--- config.mk ---
export PLATFORM = sky130hd
export DESIGN_NAME = jtag_tap
export DESIGN_NICKNAME = d
export VERILOG_FILES = /design/src/rtl/jtag_tap_pkg.sv /design/src/rtl/jtag_tap_fsm.sv /design/src/rtl/jtag_tap.sv
export SDC_FILE = /design/constraint.sdc
export NUM_CORES = 1
export LEC_CHECK = 0
export CAP_MARGIN = 20
export CORE_MARGIN = 2
export CORE_UTILIZATION = 52
export DETAILED_ROUTE_END_ITERATION = 8
export PLACE_DENSITY = 0.79
export SYNTH_ARGS = -nofsm -noshare
export SYNTH_HDL_FRONTEND = slang
export SYNTH_SLANG_ARGS = --single-unit
--- constraint.sdc ---
create_clock -name tck -period 2.57 [get_ports tck]
set_clock_uncertainty 0.05 [all_clocks]
set_input_delay 0.6425 -clock tck [delete_from_list [all_inputs] [get_ports tck]]
set_output_delay 0.6425 -clock tck [all_outputs]
set_load 0.05 [all_outputs]
--- src/rtl/jtag_tap_pkg.sv ---
// Shared definitions for the JTAG TAP: state encoding, instruction codes,
// the IR capture pattern and the 1149.1 next-state rule.
package jtag_tap_pkg;

    typedef enum logic [3:0] {
        TEST_LOGIC_RESET = 4'd0,
        RUN_TEST_IDLE    = 4'd1,
        SELECT_DR        = 4'd2,
        CAPTURE_DR       = 4'd3,
        SHIFT_DR         = 4'd4,
        EXIT1_DR         = 4'd5,
        PAUSE_DR         = 4'd6,
        EXIT2_DR         = 4'd7,
        UPDATE_DR        = 4'd8,
        SELECT_IR        = 4'd9,
        CAPTURE_IR       = 4'd10,
        SHIFT_IR         = 4'd11,
        EXIT1_IR         = 4'd12,
        PAUSE_IR         = 4'd13,
        EXIT2_IR         = 4'd14,
        UPDATE_IR        = 4'd15
    } tap_state_t;

    // BYPASS is all ones; every code other than these two also selects BYPASS.
    localparam int INSTR_IDCODE = 1;
    localparam int INSTR_USER   = 8;

    // Loaded into the IR shifter at CAPTURE_IR: LSBs 01, zeros above.
    localparam int IR_CAPTURE_PAT = 1;

    localparam int IDCODE_LEN = 32;

    function automatic tap_state_t next_tap_state(input tap_state_t s, input logic tms);
        tap_state_t n;
        case (s)
            TEST_LOGIC_RESET: n = tms ? TEST_LOGIC_RESET : RUN_TEST_IDLE;
            RUN_TEST_IDLE:    n = tms ? SELECT_DR        : RUN_TEST_IDLE;
            SELECT_DR:        n = tms ? SELECT_IR        : CAPTURE_DR;
            CAPTURE_DR:       n = tms ? EXIT1_DR         : SHIFT_DR;
            SHIFT_DR:         n = tms ? EXIT1_DR         : SHIFT_DR;
            EXIT1_DR:         n = tms ? UPDATE_DR        : PAUSE_DR;
            PAUSE_DR:         n = tms ? EXIT2_DR         : PAUSE_DR;
            EXIT2_DR:         n = tms ? UPDATE_DR        : SHIFT_DR;
            UPDATE_DR:        n = tms ? SELECT_DR        : RUN_TEST_IDLE;
            SELECT_IR:        n = tms ? TEST_LOGIC_RESET : CAPTURE_IR;
            CAPTURE_IR:       n = tms ? EXIT1_IR         : SHIFT_IR;
            SHIFT_IR:         n = tms ? EXIT1_IR         : SHIFT_IR;
            EXIT1_IR:         n = tms ? UPDATE_IR        : PAUSE_IR;
            PAUSE_IR:         n = tms ? EXIT2_IR         : PAUSE_IR;
            EXIT2_IR:         n = tms ? UPDATE_IR        : SHIFT_IR;
            UPDATE_IR:        n = tms ? SELECT_DR        : RUN_TEST_IDLE;
            default:          n = TEST_LOGIC_RESET;
        endcase
        return n;
    endfunction

endpackage

--- src/rtl/jtag_tap_fsm.sv ---
// TAP state register: steps through the 16-state controller on every tck edge.
module jtag_tap_fsm
    import jtag_tap_pkg::*;
(
    input  logic       tck,
    input  logic       rst,
    input  logic       tms,
    output tap_state_t state
);

    always_ff @(posedge tck) begin
        if (rst) begin
            state <= TEST_LOGIC_RESET;
        end else begin
            state <= next_tap_state(state, tms);
        end
    end

endmodule

--- src/rtl/jtag_tap.sv ---
// JTAG TAP controller: instruction register plus IDCODE, BYPASS and USER
// data registers, with the tdo mux and USER handshake strobes.
module jtag_tap
    import jtag_tap_pkg::*;
#(
    parameter int          IR_LEN     = 4,
    parameter int          USER_LEN   = 32,
    parameter logic [31:0] IDCODE_VAL = 32'h149511C3
) (
    input  logic                tck,
    input  logic                rst,
    input  logic                tms,
    input  logic                tdi,
    output logic                tdo,
    output logic                tdo_en,
    output logic [3:0]          tap_state,
    output logic [IR_LEN-1:0]   ir,
    input  logic [USER_LEN-1:0] user_capture_data,
    output logic                user_capture,
    output logic                user_shift,
    output logic                user_update,
    output logic [USER_LEN-1:0] user_update_data
);

    localparam logic [IR_LEN-1:0] IR_IDCODE  = IR_LEN'(INSTR_IDCODE);
    localparam logic [IR_LEN-1:0] IR_USER    = IR_LEN'(INSTR_USER);
    localparam logic [IR_LEN-1:0] IR_CAPTURE = IR_LEN'(IR_CAPTURE_PAT);

    tap_state_t                state;
    logic [IR_LEN-1:0]         ir_shift;
    logic [IDCODE_LEN-1:0]     idcode_shift;
    logic                      bypass_reg;
    logic [USER_LEN-1:0]       user_reg;
    logic                      sel_idcode;
    logic                      sel_user;

    jtag_tap_fsm u_fsm (
        .tck   (tck),
        .rst   (rst),
        .tms   (tms),
        .state (state)
    );

    assign tap_state  = state;
    assign sel_idcode = (ir == IR_IDCODE);
    assign sel_user   = (ir == IR_USER);

    // ir falls back to IDCODE on the same edge that enters TEST_LOGIC_RESET.
    always_ff @(posedge tck) begin
        if (rst) begin
            ir_shift <= '0;
            ir       <= IR_IDCODE;
        end else begin
            case (state)
                CAPTURE_IR: ir_shift <= IR_CAPTURE;
                SHIFT_IR:   ir_shift <= {tdi, ir_shift[IR_LEN-1:1]};
                default:    ;
            endcase
            if (next_tap_state(state, tms) == TEST_LOGIC_RESET) begin
                ir <= IR_IDCODE;
            end else if (state == UPDATE_IR) begin
                ir <= ir_shift;
            end
        end
    end

    // Only the register selected by ir is captured or shifted; PAUSE and EXIT2 hold.
    always_ff @(posedge tck) begin
        if (rst) begin
            idcode_shift     <= '0;
            bypass_reg       <= 1'b0;
            user_reg         <= '0;
            user_update_data <= '0;
        end else begin
            case (state)
                CAPTURE_DR: begin
                    if (sel_idcode) begin
                        idcode_shift <= IDCODE_VAL;
                    end else if (sel_user) begin
                        user_reg <= user_capture_data;
                    end else begin
                        bypass_reg <= 1'b0;
                    end
                end
                SHIFT_DR: begin
                    if (sel_idcode) begin
                        idcode_shift <= {tdi, idcode_shift[IDCODE_LEN-1:1]};
                    end else if (sel_user) begin
                        user_reg <= (user_reg >> 1) | (USER_LEN'(tdi) << (USER_LEN - 1));
                    end else begin
                        bypass_reg <= tdi;
                    end
                end
                UPDATE_DR: begin
                    if (sel_user) begin
                        user_update_data <= user_reg;
                    end
                end
                default: ;
            endcase
        end
    end

    assign tdo_en = (state == SHIFT_IR) || (state == SHIFT_DR);

    always_comb begin
        tdo = 1'b0;
        if (state == SHIFT_IR) begin
            tdo = ir_shift[0];
        end else if (state == SHIFT_DR) begin
            if (sel_idcode) begin
                tdo = idcode_shift[0];
            end else if (sel_user) begin
                tdo = user_reg[0];
            end else begin
                tdo = bypass_reg;
            end
        end
    end

    assign user_capture = (state == CAPTURE_DR) && sel_user;
    assign user_shift   = (state == SHIFT_DR)   && sel_user;
    assign user_update  = (state == UPDATE_DR)  && sel_user;

endmodule
Word level (Yosys, flattened, before mapping):

Cells that the tools add are included.

* register bits: 109
* output and inout port bits: 45

* reduce and logical (&&, ||, !) cells: 16
* bitwise logic cells: 1
* eq/ne operators: 25
* muxes and demuxes: 32

Operators with widths (number)
* 32-bit 2-to-1 mux: 6
* 32-bit one-hot mux with 2 select lines: 2
* 4-bit one-hot mux with 12 select lines: 1
* 4-bit == test, second input constant: 9
* 31-bit by 32-bit OR with 32-bit output: 1
* 4-bit 2-to-1 mux: 5
* 4-bit by 3-bit == test with 1-bit output, second input constant: 4
* 2-bit != test, second input constant: 8
* 1-bit 2-to-1 mux: 11
* 5-bit AND reduction: 2
* 4-bit by 1-bit == test with 1-bit output, second input constant: 2
* 4-bit by 2-bit == test with 1-bit output, second input constant: 2
* 4-bit logical NOT: 2
* 4-bit one-hot mux with 2 select lines: 1
* 2-bit 2-to-1 mux: 3
* 3-bit 2-to-1 mux: 2
* 2-bit OR reduction: 3
* 2-bit nonzero test: 2
* 1-bit logical AND: 3
* 3-bit AND reduction: 1
* 3-bit OR reduction: 1
* 1-bit one-hot mux with 2 select lines: 1
* 2-bit AND reduction: 1
* 1-bit logical OR: 1

Logic depth before layout (Yosys ltp):

* word-level depth: 6
* gate-level depth with buffers: 8
* depth with buffers taken out: 5

Modules after synthesis:

From an unflattened synthesis, not the netlist that was laid out.

* cell total of the unflattened synthesis: 538
* area, all modules: 4411.7 um^2

Modules (own cells, without submodules)
* jtag_tap: times used 1, area each 4080.2 um^2, sequential area each 2102.0 um^2, cells each 499
* jtag_tap_fsm: times used 1, area each 331.6 um^2, sequential area each 80.1 um^2, cells each 39

Worst setup path after synthesis:

No wires, ideal clock.

* kind: reg2out
* start point: reg u_fsm.state[0]
* end point: out user_shift
* slack: -0.569 ns
* arrival time: 2.447 ns
* cell stages (with the launch flop): 7
* path through: dfxtp_1 -> buf_2 -> or4b_1 -> buf_2 -> buf_4 -> buf_1 -> nor2_1

* longest elaborated chain between the ends: 2

Ends and longest elaborated chain
* start, declared: line jtag_tap_fsm.sv:8 `output tap_state_t state`
* start signal, assigned: line jtag_tap_fsm.sv:15 `state <= next_tap_state(state, tms);`
* 4-bit by 3-bit == test with 1-bit output: line jtag_tap.sv:122 `assign user_shift = (state == SHIFT_DR) && sel_user;`
* 1-bit logical AND: line jtag_tap.sv:122
* end, declared: line jtag_tap.sv:20 `output logic user_shift,`

Every way passes these cells.

Final worst setup path:

* start point: reg ir[0]
* end point: out user_update

* longest elaborated chain between the ends: 2

Ends and longest elaborated chain
* start, declared: line jtag_tap.sv:17 `output logic [IR_LEN-1:0] ir,`
* start signal, assigned: line jtag_tap.sv:62 `ir <= ir_shift;`
* 4-bit == test: line jtag_tap.sv:46 `assign sel_user = (ir == IR_USER);`
* 1-bit logical AND: line jtag_tap.sv:123 `assign user_update = (state == UPDATE_DR) && sel_user;`
* end, declared: line jtag_tap.sv:21 `output logic user_update,`

Every way passes these cells.

==> metrics.cfg <==
[synthesis]
yosys_register_bits = 109
synth_nets = 524
async_flop_share_pct = 0
synth_area_um2 = 4550
seq_area_frac_synth_pct = 48.0
netlist_instances = 488
ys_warn_count = 0
synthFlopType = dfxtp_1
postSynthAreaPerCell_um2 = 9.32
synth-edff-count = 0
yosysUniqueCellTypes = 53

[outcome]
status = finished, violations left
violations = negative setup slack

[grt]
grt_util_all_layers_pct = 20.8
grt-ovfl-total = 0
first_global_vias = 3571
grt_max_degree = 93
antenna_found_initial = 0
grt_pass1_wl_um = 16500

[routing]
dr.pass1.iters = 5
ant_nets = 0
routed_wl_um = 9800
vias_per_cell = 5.52
drt-initial-drc-count = 122
wire_per_inst_um = 14.7
vias = 3670
drc = 0

[timing]
fin_crit_sh_pct = 106
min_period_ps = 2720
whs_ps = 407
slew_headroom_pct = 57.7
setup_viol = 2
setup_ws_ps = -151
rsz0062_at_grt = true
worst_pin_slew_ps = 634
clock.fmax_mhz = 367
hold_violations = 0
drv_slew = 0

[layout]
fin_util_pct = 66.3
syn_to_final_growth_pct = 25.2
final_cell_area_um2 = 5700
layout.nets = 590
mostFrequentLayoutCell = dfxtp_1
final_cells = 665
final_cell_mix = dfxtp_1, clkdlybuf4s50_1, nor2_1
diodes = 0
drive_above_1_share_pct = 19.2

[die]
num_rows = 34
dieHeight_um = 97.5
die-area_um2 = 9510
io_pins = 81
initial_core_util_pct = 52.9
core_area_um2 = 8590
die_w_um = 97.5

[cts]
clkTransAtPathRegs_ps = 90
clock_sinks = 109
clock_path_buffers = 2
cts_buffers = 9
cts_tree = yes
cts_htree_levels = 3
cts-root-buf = clkbuf_8
clk_latency_ps = 360
holdBufCountCts = 0

[flow_run]
maxCapViolCount = 0

[pwr]
ir_drop_v = 0.000332
leakage_nw = 2.07
power_mw = 2.98
power.density_nw_per_um2 = 523

[hold_path]
hp-start = user_update_data[1]
hp-class = reg -> reg

[placed_design]
placed_cell_area_um2 = 5450
gp_congestion = 0.827
dp.cells = 648
portBuffers = 80
dp_hpwl_um = 6330

[setup_path]
crit_type = reg -> out
cp.required_ps = 1880
crit_path_end_kind = primary output
cp_max_fo = 8
crit_arrival_ps = 2030
startpoint = ir[0]
startpoint_type = flop
r2r-start = ir[0]

==> area by class of cell <==
| cell class | count | area (um2) |
|---|---|---|
| flip-flops and latches | 109 | 2200 |
| repair buffers | 96 | 985 |
| well taps | 108 | 135 |
| multi-input cells | 330 | 2140 |
| inverters | 8 | 35.0 |
| clock buffers | 10 | 128 |
| fillers | 680 | 2900 |
| clock inverters | 4 | 73.8 |
==> power by group <==
group / internal [mW] / total [mW] / switching (mW)
clock network: 0.540 / 1.08 / 0.538
registers: 1.69 / 1.70 / 0.00601
logic: 0.0942 / 0.198 / 0.104
total: 2.33 / 2.98 / 0.648
==> metal layers <==
metal,track usage (%),wire length [um]
met5,0,0
met4,6.52,103
met3,4.96,475
met2,34.4,4650
met1,27.0,4570
==> final timing paths <==
check / endpoint / slack (ps) / cells after the start
worst max-delay path: user_update / -150 / 4
worst min-delay path: user_update_data[1] / 410 / 2
worst max register to register: user_update_data[28] / 220 / 6
worst min register to register: user_update_data[1] / 410 / 2
==> synthesized netlist by cell type, types with 2 or more instances <==
cell type	n	area, um2
dfxtp_1	109	2180
nor2_1	62	233
nand2_1	59	221
a211oi_1	31	233
mux2i_1	31	310
a21oi_2	29	254
clkbuf_1	21	78.8
nand2_2	20	125
a22oi_1	19	143
a21oi_1	14	70.1
buf_2	10	50.1
inv_1	7	26.3
nand3_1	7	35.0
o21ai_0	7	35.0
o221a_1	6	67.6
o221a_2	6	67.6
buf_1	4	15.0
nor3_1	3	15.0
a2111oi_0	2	17.5
a311oi_1	2	17.5
and2_1	2	12.5
buf_12	2	40.0
buf_4	2	15.0
nand2b_1	2	12.5
o22ai_1	2	12.5
xnor2_1	2	17.5
==> kinds of logic (layout without fill, tap and decap cells) <==
kind of cell / after synthesis / in the layout / share of synthesized area (%)
xor+xnor: 3 / 3 / 0.578
compound gates: 127 / 127 / 22.0
buf+inv: 49 / 118 / 5.72
mux: 31 / 31 / 6.82
simple gates: 169 / 169 / 16.9
flops: 109 / 109 / 48.0
==> worst max-delay path: stages, from the launching register on <==
cell and delay (ps):
dfxtp_4 380, or4b_4 550, or4_4 530, clkinv_4 80
buf_12 130
==> what timing repair did <==
action	4_1_cts	5_1_grt
gates cloned	0	0
setup endpoints to repair	5	3
pin swaps	2	0
hold endpoints to repair	0	0
setup buffers	3	0
resized for setup	4	2
==> stage by stage <==
| stage | TNS [ps] | worst slack (ps) |
|---|---|---|
| after floorplan | -134 | -133 |
| after global placement | 0 | 193 |
| after detailed placement | 0 | 176 |
| after CTS | -308 | -164 |
| after global routing | -360 | -194 |
| final | -285 | -151 |
(Power assumes the default switching activity.)
